$ cat src/rtl/register_file_pkg.sv
// ============================================================================
//  Module   : register_file_pkg
//  Brief    : Shared constants and state encoding for the index serializer.
//  Revision : 1.0 - initial release
// ============================================================================
`timescale 1ns/1ps
`default_nettype none

package register_file_pkg;

    localparam int N      = 32;
    localparam int LOG2_N = 5;

    typedef enum logic [0:0] {
        IDLE = 1'b0,
        BUSY = 1'b1
    } state_t;

endpackage

`default_nettype wire

$ cat src/rtl/lsb_encoder_32_x_5.sv
// ============================================================================
//  Module   : lsb_encoder_32_x_5
//  Brief    : Lowest-set-bit index of a mask plus a "exactly one bit set" flag.
//  Revision : 1.0 - initial release
// ============================================================================
`timescale 1ns/1ps
`default_nettype none

module lsb_encoder_32_x_5 #(
    parameter int N      = register_file_pkg::N,
    parameter int LOG2_N = register_file_pkg::LOG2_N
) (
    input  logic [N-1:0]      mask,
    output logic [LOG2_N-1:0] index,
    output logic              single
);

    localparam logic [N-1:0] c_one = N'(1);

    // Scan from the top so the lowest set bit is the final assignment.
    always_comb begin
        index = '0;
        for (int i = N - 1; i >= 0; i--) begin
            if (mask[i]) begin
                index = LOG2_N'(i);
            end
        end
    end

    assign single = (mask != '0) && ((mask & (mask - c_one)) == '0);

endmodule

`default_nettype wire

$ cat src/rtl/encoder_32_x_5_serializer.sv
// ============================================================================
//  Module   : encoder_32_x_5_serializer
//  Brief    : Accepts a select vector and emits the index of every set bit in
//             ascending order over a valid/ready handshake. Define
//             STRICT_ONEHOT_EN to reject multi-hot vectors with an err pulse.
//  Revision : 1.0 - initial release
// ============================================================================
`timescale 1ns/1ps
`default_nettype none

module encoder_32_x_5_serializer #(
    parameter int N      = register_file_pkg::N,
    parameter int LOG2_N = register_file_pkg::LOG2_N
) (
    input  logic              clock,
    input  logic              reset_n,
    input  logic              in_valid,
    output logic              in_ready,
    input  logic [N-1:0]      in_vec,
    output logic              out_valid,
    input  logic              out_ready,
    output logic [LOG2_N-1:0] out_index,
    output logic              out_last,
    output logic              err
);

    import register_file_pkg::*;

    localparam logic [N-1:0] c_one = N'(1);

    state_t              r_state;
    state_t              w_next_state;
    logic [N-1:0]        r_pending;
    logic [N-1:0]        w_next_pending;
    logic [LOG2_N-1:0]   w_low_idx;
    logic                w_low_single;

    lsb_encoder_32_x_5 #(
        .N      (N),
        .LOG2_N (LOG2_N)
    ) u_lsb_encoder (
        .mask   (r_pending),
        .index  (w_low_idx),
        .single (w_low_single)
    );

    assign in_ready  = (r_state == IDLE);
    assign out_valid = (r_state == BUSY);
    assign out_index = (r_state == BUSY) ? w_low_idx : '0;
    assign out_last  = (r_state == BUSY) && w_low_single;

`ifdef STRICT_ONEHOT_EN
    logic w_in_multi;
    logic w_next_err;
    logic r_err;

    assign w_in_multi = (in_vec & (in_vec - c_one)) != '0;
    assign err        = r_err;
`else
    assign err = 1'b0;
`endif

    always_comb begin
        w_next_state   = r_state;
        w_next_pending = r_pending;
`ifdef STRICT_ONEHOT_EN
        w_next_err     = 1'b0;
`endif
        case (r_state)
            IDLE: begin
                if (in_valid) begin
`ifdef STRICT_ONEHOT_EN
                    if (w_in_multi) begin
                        w_next_pending = '0;
                        w_next_err     = 1'b1;
                    end else begin
                        w_next_pending = in_vec;
                        if (in_vec != '0) begin
                            w_next_state = BUSY;
                        end
                    end
`else
                    w_next_pending = in_vec;
                    if (in_vec != '0) begin
                        w_next_state = BUSY;
                    end
`endif
                end
            end
            BUSY: begin
                if (out_ready) begin
                    // Clearing the lowest set bit retires exactly the emitted index.
                    w_next_pending = r_pending & (r_pending - c_one);
                    if (w_low_single) begin
                        w_next_state = IDLE;
                    end
                end
            end
            default: begin
                w_next_state   = IDLE;
                w_next_pending = '0;
            end
        endcase
    end

    always_ff @(posedge clock or negedge reset_n) begin
        if (!reset_n) begin
            r_state   <= IDLE;
            r_pending <= '0;
        end else begin
            r_state   <= w_next_state;
            r_pending <= w_next_pending;
        end
    end

`ifdef STRICT_ONEHOT_EN
    always_ff @(posedge clock or negedge reset_n) begin
        if (!reset_n) begin
            r_err <= 1'b0;
        end else begin
            r_err <= w_next_err;
        end
    end
`endif

endmodule

`default_nettype wire
$ cat config.mk
export PLATFORM = sky130hd
export DESIGN_NAME = encoder_32_x_5_serializer
export DESIGN_NICKNAME = d
export VERILOG_FILES = /design/src/rtl/register_file_pkg.sv /design/src/rtl/lsb_encoder_32_x_5.sv /design/src/rtl/encoder_32_x_5_serializer.sv
export SDC_FILE = /design/constraint.sdc
export NUM_CORES = 1
export LEC_CHECK = 0
export BUFFER_PORTS_ARGS = -buffer_cell sky130_fd_sc_hd__buf_4
export CAP_MARGIN = 15
export CORE_ASPECT_RATIO = 2
export CORE_MARGIN = 10
export CORE_UTILIZATION = 28
export CTS_BUF_LIST = sky130_fd_sc_hd__clkbuf_8
export DETAILED_ROUTE_END_ITERATION = 8
export GPL_TIMING_DRIVEN = 0
export HOLD_SLACK_MARGIN = 0.15
export SYNTH_ARGS = -nofsm -noshare
export SYNTH_HDL_FRONTEND = slang
export SYNTH_SLANG_ARGS = --single-unit
export TNS_END_PERCENT = 50
$ cat constraint.sdc
create_clock -name clock -period 6.3 [get_ports clock]
set_clock_uncertainty 0.1 [all_clocks]
set_input_delay 0.63 -clock clock [delete_from_list [all_inputs] [get_ports clock]]
set_output_delay 0.63 -clock clock [all_outputs]
set_load 0.02 [all_outputs]
== Word level (Yosys, flattened, before mapping) ==
Cells that the tools add are included.

* Add/subtract/negate cells: 1
* Eq/ne operators: 2
* Multiplexer cells: 41
* Bitwise operators: 2
* Reductions and logical operators: 6

{| class="wikitable"
|+ Operators by type and width
! operator !! number
|-
| $mux W5 || 33
|-
| $mux W32 || 2
|-
| $pmux W32 S2 || 1
|-
| $reduce_bool A32 Y1 || 2
|-
| $and A32 B32 Y32 || 1
|-
| $logic_not A32 Y1 || 1
|-
| $sub A32 B1 Y32 const B || 1
|-
| $mux W1 || 4
|-
| $ne A2 B2 Y1 const B || 2
|-
| $logic_and A1 B1 Y1 || 2
|-
| $pmux W1 S2 || 1
|-
| $reduce_and A2 Y1 || 1
|-
| $not A1 Y1 || 1
|}

* Register bits: 33
* Input bits: 36
* Output and inout port bits: 9
* Logic and storage cells: 54

== Longest topological paths before layout ==
* Depth after elaboration: 33
* Gate-level depth with buffers: 9
* Gate-level depth less buffers: 7

== By module ==
A second synthesis with hierarchy kept.

* Cell total of the unflattened synthesis: 320
* Area total of the unflattened synthesis: 2598.7 um2

{| class="wikitable"
|+ By module, submodules not included
! module !! times used !! cells an instance !! area an instance (um2) !! sequential area each (um2)
|-
| encoder_32_x_5_serializer || 1 || 205 || 1859.3 || 825.8
|-
| lsb_encoder_32_x_5 || 1 || 115 || 739.5 || 0.0
|}

== Worst setup path before layout ==
No wires, ideal clock.

* Path type: register to output
* Start: reg r_pending[2]
* End: out out_last
* Arrival time: 2.623 ns
* Required time: 5.570 ns
* Setup slack: 2.947 ns
* Cell stages (with the launch flop): 9
* Path buffers: 2
* Cell sequence: dfrtp_1 buf_6 or4_4 buf_6 o31a_1 a221o_1 a21oi_1 nand4_1 nor4_1

* Word-level cells in the longest chain between the ends: 5
* Elaborated cells on any way between the ends: 6
* Those cells by class: 1 x add/sub; 1 x bitwise; 4 x reduce/logical

{| class="wikitable"
|+ RTL lines
! item !! RTL line !! RTL
|-
| from (decl) || encoder_32_x_5_serializer.sv:33 || <nowiki>logic [N-1:0] r_pending;</nowiki>
|-
| from (signal assigned) || encoder_32_x_5_serializer.sv:112 || <nowiki>r_pending <= w_next_pending;</nowiki>
|-
| $sub A32 B1 Y32 || lsb_encoder_32_x_5.sv:30 || <nowiki>assign single = (mask != '0) && ((mask & (mask - c_one)) == '0);</nowiki>
|-
| $and A32 B32 Y32 || lsb_encoder_32_x_5.sv:30 ||
|-
| $logic_not A32 Y1 || lsb_encoder_32_x_5.sv:30 ||
|-
| $logic_and A1 B1 Y1 (*) || lsb_encoder_32_x_5.sv:30 ||
|-
| $logic_and A1 B1 Y1 (*) || encoder_32_x_5_serializer.sv:50 || <nowiki>assign out_last = (r_state == BUSY) && w_low_single;</nowiki>
|-
| to (decl) || encoder_32_x_5_serializer.sv:23 || <nowiki>output logic out_last,</nowiki>
|}

Every way passes the cells marked *; elsewhere a longest branch is shown, timed or not.

== Worst setup path after layout ==
* Start: reg r_pending[3]
* End: out out_last

Same word-level chain as after synthesis.

==> qor.yml <==
mostFrequentLayoutCell: "buf_4"
grt_max_degree: 34
dr.pass1.iters: 4
hold_viol: 0
finalNetCount: 398
cellLeakagePower_nw: 1.27
antenna_found_initial: 0
die_w_um: 87.9
maxSlewHeadroom: 0.408
rsz0062_at_grt: "no"
synth.distinct_cells: 48
setup_viol: 0
wl_per_cell_um: 21.3
dieArea_um2: 13700
grt_pass1_wl_um: 15300
multi_input_area_um2: 1540
yosysWarningCount: 0
vias_per_cell: 5.89
hold_path.class: "in2async"
ctsResizeCount: 0
synth_top_flop_cell: "dfrtp_1"
power_density_nw_per_um2: 581
place_ws_ns: 2.79
track_usage: 0.146
vias: 2738
synth_seq_cells: 33
yosysSeqAreaShare: 0.319
clock_path_buffers: 2
cts.reportedPaths.clkPinSlew_ns: 0.07
seqCellArea_um2: 826
area_growth_pct: 20.0
synth_cells: 314
fin_crit_sh: 0.610
ys_async_sr_fraction: 1.00
fillCellCount: 961
whs_ns: 0.175
final_cell_mix: "buf_4, o21ai_0, dfrtp_1, clkbuf_1, mux2i_1"
max_freq_mhz: 260
cts.sinks: 33
crit_chain: "buf_2, nor4_2, nand3_2, or4_4, a211oi_2, o22ai_1, nor4_1, buf_4"
fp.dieH_um: 156
clock_latency_ns: 0.30
synth_edf_count: 0
syn_nets: 350
wl_um: 9890
io_pins: 45
placed_cells: 457
coreArea_um2: 9010
setup-tns-final_ns: 0
post-cts-setup-buffers: 0
cpMaxStageDelayCell: "nor4_2"
status: "finished, final reports clean"
grt_overflow: 0
cp_top_family: "simple AND/OR/NAND/NOR gates"
cp_num_buf_inv: 2
cts_tree: "built"
cp_max_fo: 9
cp.required_ns: 5.57
syn_avg_cell_area_um2: 8.23
drc: 0
gp_congestion: 0.919
initial_utilization: 0.287
maxCapViolCount: 0
final.min_clock_period_ns: 3.85
irDropWorstVdd_v: 0.000456
final_cells: 465
postCtsHoldBufs: 0
cp-start-kind: "register"
drtAntennaViolNets: 0
first_global_vias: 2875
drtIter0Drc: 167
antenna_cells: 0
cp-end-kind: "output port"
max_stage_delay_ns: 0.50
tightestPinTransition_ns: 0.888
cts-htree-levels: 2
crit_type: "reg2out"
cts_buffers: 5
netlist_area_um2: 2580
critPathArrivalTime_ns: 3.12
port_buffers: 41
drive_gt1_frac: 0.185
cts-root-buf: "clkbuf_8"
fin_ws_ns: 2.45
row_count: 49
dp_hpwl_um: 7830
finalMaxSlewViolations: 0
synth_stat cells, types with 4 or more instances:
cell / n / area (µm²)
o311ai_0: 7 / 61.3
a211oi_1: 8 / 60.1
o22ai_1: 5 / 31.3
inv_1: 7 / 26.3
nor2_1: 19 / 71.3
a22o_1: 5 / 43.8
nor4_1: 18 / 113
o21ai_0: 36 / 180
nand3_1: 8 / 40.0
buf_6: 4 / 45.0
clkbuf_1: 29 / 109
or4_1: 7 / 52.6
mux2i_1: 26 / 260
o211ai_1: 9 / 67.6
a21oi_1: 15 / 75.1
nor3_1: 11 / 55.1
nand4_1: 4 / 25.0
dfrtp_1: 33 / 826
nand2_1: 16 / 60.1
flip-flops by register name, indices dropped and copies added (netlist names):
register / flops
r_pending: 32
out_valid: 1
worst reg2reg max path: cells and delay by family (launching register included):
kind,cells,cell delay (ns)
flops,1,0.36
simple gates,3,1.28
buf+inv,1,0.17
compound gates,4,0.80
worst paths after layout:
check | endpoint | depth (start not counted) | slack (ns) | startpoint
max | out_last | 8 | 2.45 | r_pending[3]$_DFFE_PN0P_
min | r_pending[0]$_DFFE_PN0P_ | 1 | 0.17 | reset_n
max reg2reg | out_valid$_DFF_PN0_ | 8 | 3.47 | r_pending[3]$_DFFE_PN0P_
min reg2reg | r_pending[2]$_DFFE_PN0P_ | 3 | 0.54 | r_pending[2]$_DFFE_PN0P_
max in group asynchronous | r_pending[4]$_DFFE_PN0P_ | 1 | 5.58 | reset_n
min in group clock | r_pending[25]$_DFFE_PN0P_ | 2 | 0.46 | in_vec[25]
stage by stage:
stage                     utilization  area, µm²  total power [mW]
after floorplan                     -       2580              1.24
after global placement          0.335       3020              1.62
after detailed placement        0.335       3020              1.63
after CTS                       0.344       3100              1.80
after global routing            0.344       3100              1.95
final                           0.344       3100              1.80
kinds of logic after synthesis:
group / share of synthesized area
flops: 0.319
simple gates: 0.211
buf+inv: 0.0832
other cells: 0.00145
mux: 0.101
compound gates: 0.285
layout make-up:
class,instances,share of cell area
buffer,39,0.0597
sequential,33,0.266
tap,102,0.0411
timing repair buffer,41,0.0992
clock buffer,5,0.0222
inverter,8,0.00968
clock inverter,3,0.00444
multi-input combinational,234,0.498
where the power goes:
group | leakage [nW] | internal (mW) | switching (mW)
combinational | 0.789 | 0.482 | 0.792
sequential | 0.434 | 0.295 | 0.0716
clock | 0.0491 | 0.0750 | 0.0866
metal layers:
metal  part of all wire  routed length, µm  vias up  global-route usage
li1                   -                  -     1310                   -
met1               0.33               3270     1289               0.127
met2               0.55               5440       94               0.268
met3              0.032                316       45              0.0220
met4              0.088                868        0               0.136
met5                  0                  0        -                   0
No activity file was read; power rests on OpenSTA's default activity.
